**src/rtl/game_round_controller.sv**
```systemverilog
// game_round_controller: game-level sequencer around the round master FSM.
// Tracks score, level, lives and the win count toward the next level.
// Gates the master FSM with game_enable and pulses new_round when a round starts.
// Optional feature: define GAME_ROUND_CTRL_BONUS_LIFE_EN to award one life
// (saturating at 3) on every level-up.

module game_round_controller #(
    parameter int unsigned START_LIVES    = 3,
    parameter int unsigned WINS_PER_LEVEL = 4,
    parameter int unsigned MAX_LEVEL      = 7
) (
    input  logic       clk,
    input  logic       reset,
    input  logic       start_key,
    input  logic       round_end,
    input  logic       round_won,
    input  logic       timer_running,
    output logic       game_enable,
    output logic       new_round,
    output logic [2:0] level,
    output logic [3:0] target_speed,
    output logic [7:0] score,
    output logic [1:0] lives,
    output logic       game_over
);

    typedef enum logic [1:0] {
        StIdle,
        StPlay,
        StWaitEnd,
        StOver
    } state_e;

    localparam logic [1:0] StartLives   = 2'(START_LIVES);
    localparam logic [3:0] WinsPerLevel = 4'(WINS_PER_LEVEL);
    localparam logic [2:0] MaxLevel     = 3'(MAX_LEVEL);

    state_e     state;
    logic       start_prev;
    logic [3:0] win_cnt;
    logic       start_edge;
    logic       level_up;

    assign start_edge   = start_key & ~start_prev;
    // A win that completes the current level's quota.
    assign level_up     = round_won && ((win_cnt + 4'd1) == WinsPerLevel);
    assign target_speed = {1'b0, level} + 4'd1;

    // Game sequencer: state, counters and registered outputs.
    always_ff @(posedge clk or posedge reset) begin
        if (reset) begin
            state       <= StIdle;
            // Reset as if the key were already down, so a key held through
            // reset must be released before it can start a game.
            start_prev  <= 1'b1;
            win_cnt     <= 4'd0;
            score       <= 8'd0;
            level       <= 3'd0;
            lives       <= 2'd0;
            game_enable <= 1'b0;
            new_round   <= 1'b0;
            game_over   <= 1'b0;
        end else begin
            start_prev <= start_key;
            new_round  <= 1'b0;
            case (state)
                StIdle, StOver: begin
                    if (start_edge) begin
                        state       <= StPlay;
                        score       <= 8'd0;
                        level       <= 3'd0;
                        win_cnt     <= 4'd0;
                        lives       <= StartLives;
                        game_enable <= 1'b1;
                        new_round   <= 1'b1;
                        game_over   <= 1'b0;
                    end
                end
                StPlay: begin
                    // A start edge in this state is dropped, even alongside round_end.
                    if (round_end) begin
                        state       <= StWaitEnd;
                        game_enable <= 1'b0;
                        if (round_won) begin
                            if (score != 8'hFF) begin
                                score <= score + 8'd1;
                            end
                            if (level_up) begin
                                win_cnt <= 4'd0;
                                if (level < MaxLevel) begin
                                    level <= level + 3'd1;
                                end
`ifdef GAME_ROUND_CTRL_BONUS_LIFE_EN
                                if (lives != 2'd3) begin
                                    lives <= lives + 2'd1;
                                end
`endif
                            end else begin
                                win_cnt <= win_cnt + 4'd1;
                            end
                        end else if (lives != 2'd0) begin
                            lives <= lives - 2'd1;
                        end
                    end
                end
                StWaitEnd: begin
                    if (!timer_running) begin
                        if (lives == 2'd0) begin
                            state     <= StOver;
                            game_over <= 1'b1;
                        end else begin
                            state       <= StPlay;
                            game_enable <= 1'b1;
                            new_round   <= 1'b1;
                        end
                    end
                end
                default: begin
                    state       <= StIdle;
                    game_enable <= 1'b0;
                    game_over   <= 1'b0;
                end
            endcase
        end
    end

endmodule

```
**config.mk**
```make
export PLATFORM = sky130hd
export DESIGN_NAME = game_round_controller
export DESIGN_NICKNAME = d
export VERILOG_FILES = /design/src/rtl/game_round_controller.sv
export SDC_FILE = /design/constraint.sdc
export NUM_CORES = 1
export LEC_CHECK = 0
export CORE_MARGIN = 2
export CORE_UTILIZATION = 61
export CTS_CLUSTER_DIAMETER = 40
export DETAILED_ROUTE_END_ITERATION = 10
export DONT_BUFFER_PORTS = 1
export PLACE_DENSITY_LB_ADDON = 0.1
export SLEW_MARGIN = 25
export SYNTH_ARGS = -nofsm -noshare
export SYNTH_HDL_FRONTEND = slang
export SYNTH_SLANG_ARGS = --single-unit
```
**constraint.sdc**
```tcl
create_clock -name clk -period 2.72 [get_ports clk]
set_clock_uncertainty 0.1 [all_clocks]
set_input_delay 0.272 -clock clk [delete_from_list [all_inputs] [get_ports clk]]
set_output_delay 0.272 -clock clk [all_outputs]
set_load 0.005 [all_outputs]
```
Yosys cells after proc, flatten, opt, wreduce, memory -nomap -nowiden
Index checks and enable logic that the tools add are counted.
{ "op_classes": {"add_sub_neg": 5, "bitwise_logic": 2, "n_eq_ne": 16, "magnitude_cmp": 1, "mux": 39, "reduce_logical": 14} }
{ "op_table": {"columns": ["op", "count"], "rows": [
  ["2-to-1 mux 8 bit", 4],
  ["!= test 2 bit (second input constant)", 11],
  ["2-to-1 mux 2 bit", 8],
  ["2-to-1 mux 4 bit", 4],
  ["one-hot mux 8 bit (2 select lines)", 1],
  ["2-to-1 mux 3 bit", 5],
  ["AND reduction 4 bit", 3],
  ["2-to-1 mux 1 bit", 10],
  ["AND reduction 5 bit", 2],
  ["adder 8 x 1 -> 8 bit (second input constant)", 1],
  ["!= test 8 bit (second input constant)", 1],
  ["one-hot mux 4 bit (2 select lines)", 1],
  ["one-hot mux 2 bit (3 select lines)", 1],
  ["one-hot mux 3 bit (2 select lines)", 1],
  ["AND reduction 6 bit", 1],
  ["nonzero test 2 bit", 3],
  ["adder 3 x 1 -> 4 bit (second input constant)", 1],
  ["adder 4 x 1 -> 4 bit (second input constant)", 1],
  ["== test 2 bit (second input constant)", 2],
  ["== test 4 x 3 -> 1 bit (second input constant)", 1],
  ["zero test 2 bit", 2],
  ["one-hot mux 1 bit (2 select lines)", 2],
  ["one-hot mux 2 bit (2 select lines)", 1],
  ["adder 3 x 1 -> 3 bit (second input constant)", 1],
  ["other kinds (9)", 9]
]} }
{ "totals": {"wordCells": 86, "regBits": 23, "in_bits": 6, "out_inout_bits": 20} }

Longest topological paths before layout
{ "logic_depth": {"word_depth": 7, "mapped_depth": 9, "ltp_nobuf": 6} }

Least setup slack after synthesis
OpenSTA, ideal clock, no wires.
{ "synth_timing": {"path_type": "reg2reg", "from": "register state[0]", "to": "register win_cnt[3]", "stages_incl_launch_ff": 9, "arrival_time_ns": 1.857, "period_less_slack_ns": 2.026, "path_buffers": 2, "t_required_ns": 2.551, "setup_ns": 0.069, "path_slack_ns": 0.694, "path_cell_list": "dfrtp_1 -> inv_1 -> ha_1 -> buf_4 -> nor2_1 -> a211o_1 -> buf_6 -> or4b_1 -> nand3_1"} }
{ "synth_between": {"elab_chain_len": 4, "word_cells_on_any_way": 10, "cone_classes": "eq/ne (5); mux (1); reduce/logical (4)"} }
{ "synth_lines": {"columns": ["item", "line_no", "source"], "rows": [
  ["start, declared", "38", "state_e state;"],
  ["start signal, assigned", "52", "state <= StIdle;"],
  ["start signal, assigned", "69", "state <= StPlay;"],
  ["start signal, assigned", "82", "state <= StWaitEnd;"],
  ["== test 2 bit or zero test 2 bit (tied branches)", "66", "case (state)"],
  ["OR reduction 2 bit", "66", null],
  ["!= test 2 bit (no line) or nonzero test 2 bit (tied branches)", null, null],
  ["AND reduction 4 bit (no line)", null, null],
  ["end signal, assigned", "99", "win_cnt <= win_cnt + 4'd1;"],
  ["end, declared", "40", "logic [3:0] win_cnt;"]
]} }
Parallel ways exist; a longest one is shown, timed or not.
A chain may end at the register's enable or synchronous reset.

Worst setup path after layout
{ "layout_timing": {"from": "register state[0]", "to": "register score[4]"} }
{ "layout_between": {"elab_chain_len": 4, "word_cells_on_any_way": 11, "cone_classes": "eq/ne (6); mux (1); reduce/logical (4)"} }
{ "layout_lines": {"columns": ["item", "line_no", "source"], "rows": [
  ["== test 2 bit or zero test 2 bit (tied branches)", "66", null],
  ["OR reduction 2 bit", "66", null],
  ["!= test 2 bit (no line) or nonzero test 2 bit (tied branches)", null, null],
  ["AND reduction 5 bit (no line)", null, null],
  ["end signal, assigned", "86", "score <= score + 8'd1;"],
  ["end, declared", "22", "output logic [7:0] score,"]
]} }
Parallel ways exist; a longest one is shown, timed or not.

==> run summary <==
status = finished clean
CP Class = reg -> reg
Ys Warns = 0
post-cts gate resize count = 0
number of buffers and inverters on the critical path = 1
Comb power frac = 0.460
TritonCTS Buffers = 3
synthesized cell area = 1310 sq um
Final Non-Filler Cells = 171
Vias/cell = 6.33
CTS Buffer Depth = 2
Reg clk slew, reported paths = 0.12 ns
routability congestion estimate from global placement = 0.837
GR Overflow Total = 0
final critical-path required period = 2.40 ns
Initial Util = 0.656
H-tree levels = 1
cells along the critical path = inv_1, ha_1, nor2_1, a211o_1, or4_1, a21oi_1
Rel. slew slack = 0.424
vias = 1082
Post-Route WL = 2.64 mm
Area growth syn-to-layout = 4.19%
Worst-Margin Slew = 0.862 ns
Post-CTS Hold Fix Bufs = 2
Setup TNS Final = 0 ns
largest net degree at the start of global routing = 24
layout cells sized above 1 = 0.0556
Seq cells post-synth = 23
clk sinks = 23
DRT iter0 DRCs = 23
final slew viol count = 0
Post-synth EDFFs = 0
leak pwr = 0.629 nW
Worst setup EP type = flop
most frequent cells in the layout = dfrtp_1, nand2_1, a21oi_1
pwr dens = 1060 nW/um^2
PortBufs = 0
VDD IR max = 0.597 mV
antenna-violating nets left = 0
worst hold-check path type = in -> reg
CP startpoint kind = flop
final worst setup slack = 0.323 ns
Post-synth ARST share = 1.00
maximum clock rate = 417 MHz
Layout Nets = 158
Post-CTS Setup Repair Bufs = 0
CTS tree = built
most common cell after layout, fill and taps aside = dfrtp_1
Mapped Cells = 142
P_sw = 0.000653 W
# diodes = 0
Skew-Pair Late Insertion Delay = 0.31 ns
Pre-antenna DRT Iters = 4
drt wl/cell = 15.4 microns
Sw Share = 0.452
RSZ-0062 raised after global routing = no
Worst path slowest cell = or4_1
# DRC = 0
die width = 50.4 microns
post-DP HPWL = 1.92 mm
post-synth cell types = 42
final cycle utilization of the critical path = 0.881
crit-path max FO = 22
critical path's largest stage delay = 0.59 ns
area of the die = 2540 sq um
die height = 50.4 microns
cell family with the largest share of critical-path delay = simple AND/OR/NAND/NOR gates
core area = 2000 sq um
endpoints failing hold = 0
placed insts = 165
first-pass GRT wire length = 4.67 mm
post-synthesis sequential area ratio = 0.439
Cell Int Power = 0.000793 W
Reg power frac = 0.431
Top FF cell, synth = dfrtp_1
Avg Cell Area, Syn = 9.24 sq um
clock share of power = 0.110
num ports = 26
GRT Util Overall = 0.240
max_cap viols = 0
Worst Path Required = 2.87 ns
post-place setup slack = 0.376 ns
clk root buf = clkbuf_4
Worst Path Arrival = 2.54 ns
Setup Viol. Count Final = 0
FP Rows = 16
syn nets = 155
vias in the first global route = 1065
initial antenna violation count = 0
[layer usage]
| layer | vias up | part of all wire | global-route usage |
|---|---|---|---|
| li1 | 516 | - | - |
| met1 | 509 | 0.42 | 0.304 |
| met2 | 50 | 0.48 | 0.388 |
| met3 | 7 | 0.079 | 0.0446 |
| met4 | 0 | 0.022 | 0.126 |
| met5 | - | 0 | 0 |
[Yosys cell counts, types with 2 or more instances]
cell      count  area share
a211oi_1      2       0.011
a21oi_1      12       0.046
and2_1        2      0.0095
and3_1        2      0.0095
buf_2         2      0.0076
dfrtp_1      22        0.42
ha_1          7       0.067
inv_1        10       0.029
mux2i_1       4       0.031
nand2_1      15       0.043
nand2b_1      2      0.0095
nand3_1      10       0.038
nand4_1       2      0.0095
nor2_1        8       0.023
o21ai_0      10       0.038
o31ai_1       3       0.017
or3_1         2      0.0095
or4_1         3       0.017
[logic make-up (layout without fill, tap and decap cells)]
group,Yosys count,in the layout,share of synthesized area
AO/OA/AOI/OAI,36,36,0.166
XOR/XNOR,1,1,0.00667
adder cells (fa/ha/maj),7,7,0.0667
buffers and inverters,15,17,0.0534
flip-flops,23,23,0.439
multiplexers,4,4,0.0305
AND/OR/NAND/NOR,56,56,0.237
[final cells by class]
cell class | instances | area, sq um
multi-input cells | 104 | 666
inverters | 10 | 37.5
flip-flops and latches | 23 | 577
well taps | 27 | 33.8
repair buffers | 3 | 27.5
fillers | 161 | 634
clock buffers | 4 | 26.3
[per-stage QoR]
| stage | instance area (sq um) | utilization | hold WS (ns) | power [W] |
|---|---|---|---|---|
| 5_1_grt | 1370 | 0.683 | 0.0226 | 0.00159 |
| 3_5_place_dp | 1320 | 0.660 | 0.177 | 0.00129 |
| 6_report | 1370 | 0.683 | 0.0205 | 0.00145 |
| 2_1_floorplan | 1310 | - | 0.173 | 0.00118 |
| 4_1_cts | 1370 | 0.683 | 0.0126 | 0.00145 |
| 3_3_place_gp | 1320 | 0.660 | 0.177 | 0.00124 |
[path summary, 6_finish.rpt]
| kind | startpoint | end | slack, ns | cells after the start |
|---|---|---|---|---|
| max | state[0] | score[4] | 0.32 | 6 |
| min | timer_running | new_round | 0.02 | 3 |
| max reg2reg | state[0] | score[4] | 0.32 | 6 |
| min reg2reg | game_enable | game_enable | 0.43 | 1 |
| max in group asynchronous | reset | level[0] | 1.53 | 2 |
| min in group asynchronous | reset | level[1] | 0.46 | 2 |
[flip-flops by register name (all words and copies together), names as in the netlist]
name,flops
start_prev,1
game_enable,1
win_cnt,4
level,3
new_round,1
score,8
lives,2
game_over,1
state,2
[power by group through the flow]
stage          logic [W]  clock network [W]  registers [W]
5_1_grt         0.000762           0.000176       0.000647
3_3_place_gp    0.000623                  0       0.000618
3_5_place_dp    0.000660                  0       0.000630
6_report        0.000664           0.000159       0.000623
4_1_cts         0.000666           0.000165       0.000623
2_1_floorplan   0.000589                  0       0.000590
[tightest hold or removal path, stage by stage]
cell     delay [ns]
nor2_1         0.02
nand2_1        0.06
a21oi_1        0.06
No activity file was read; power rests on OpenSTA's default activity.
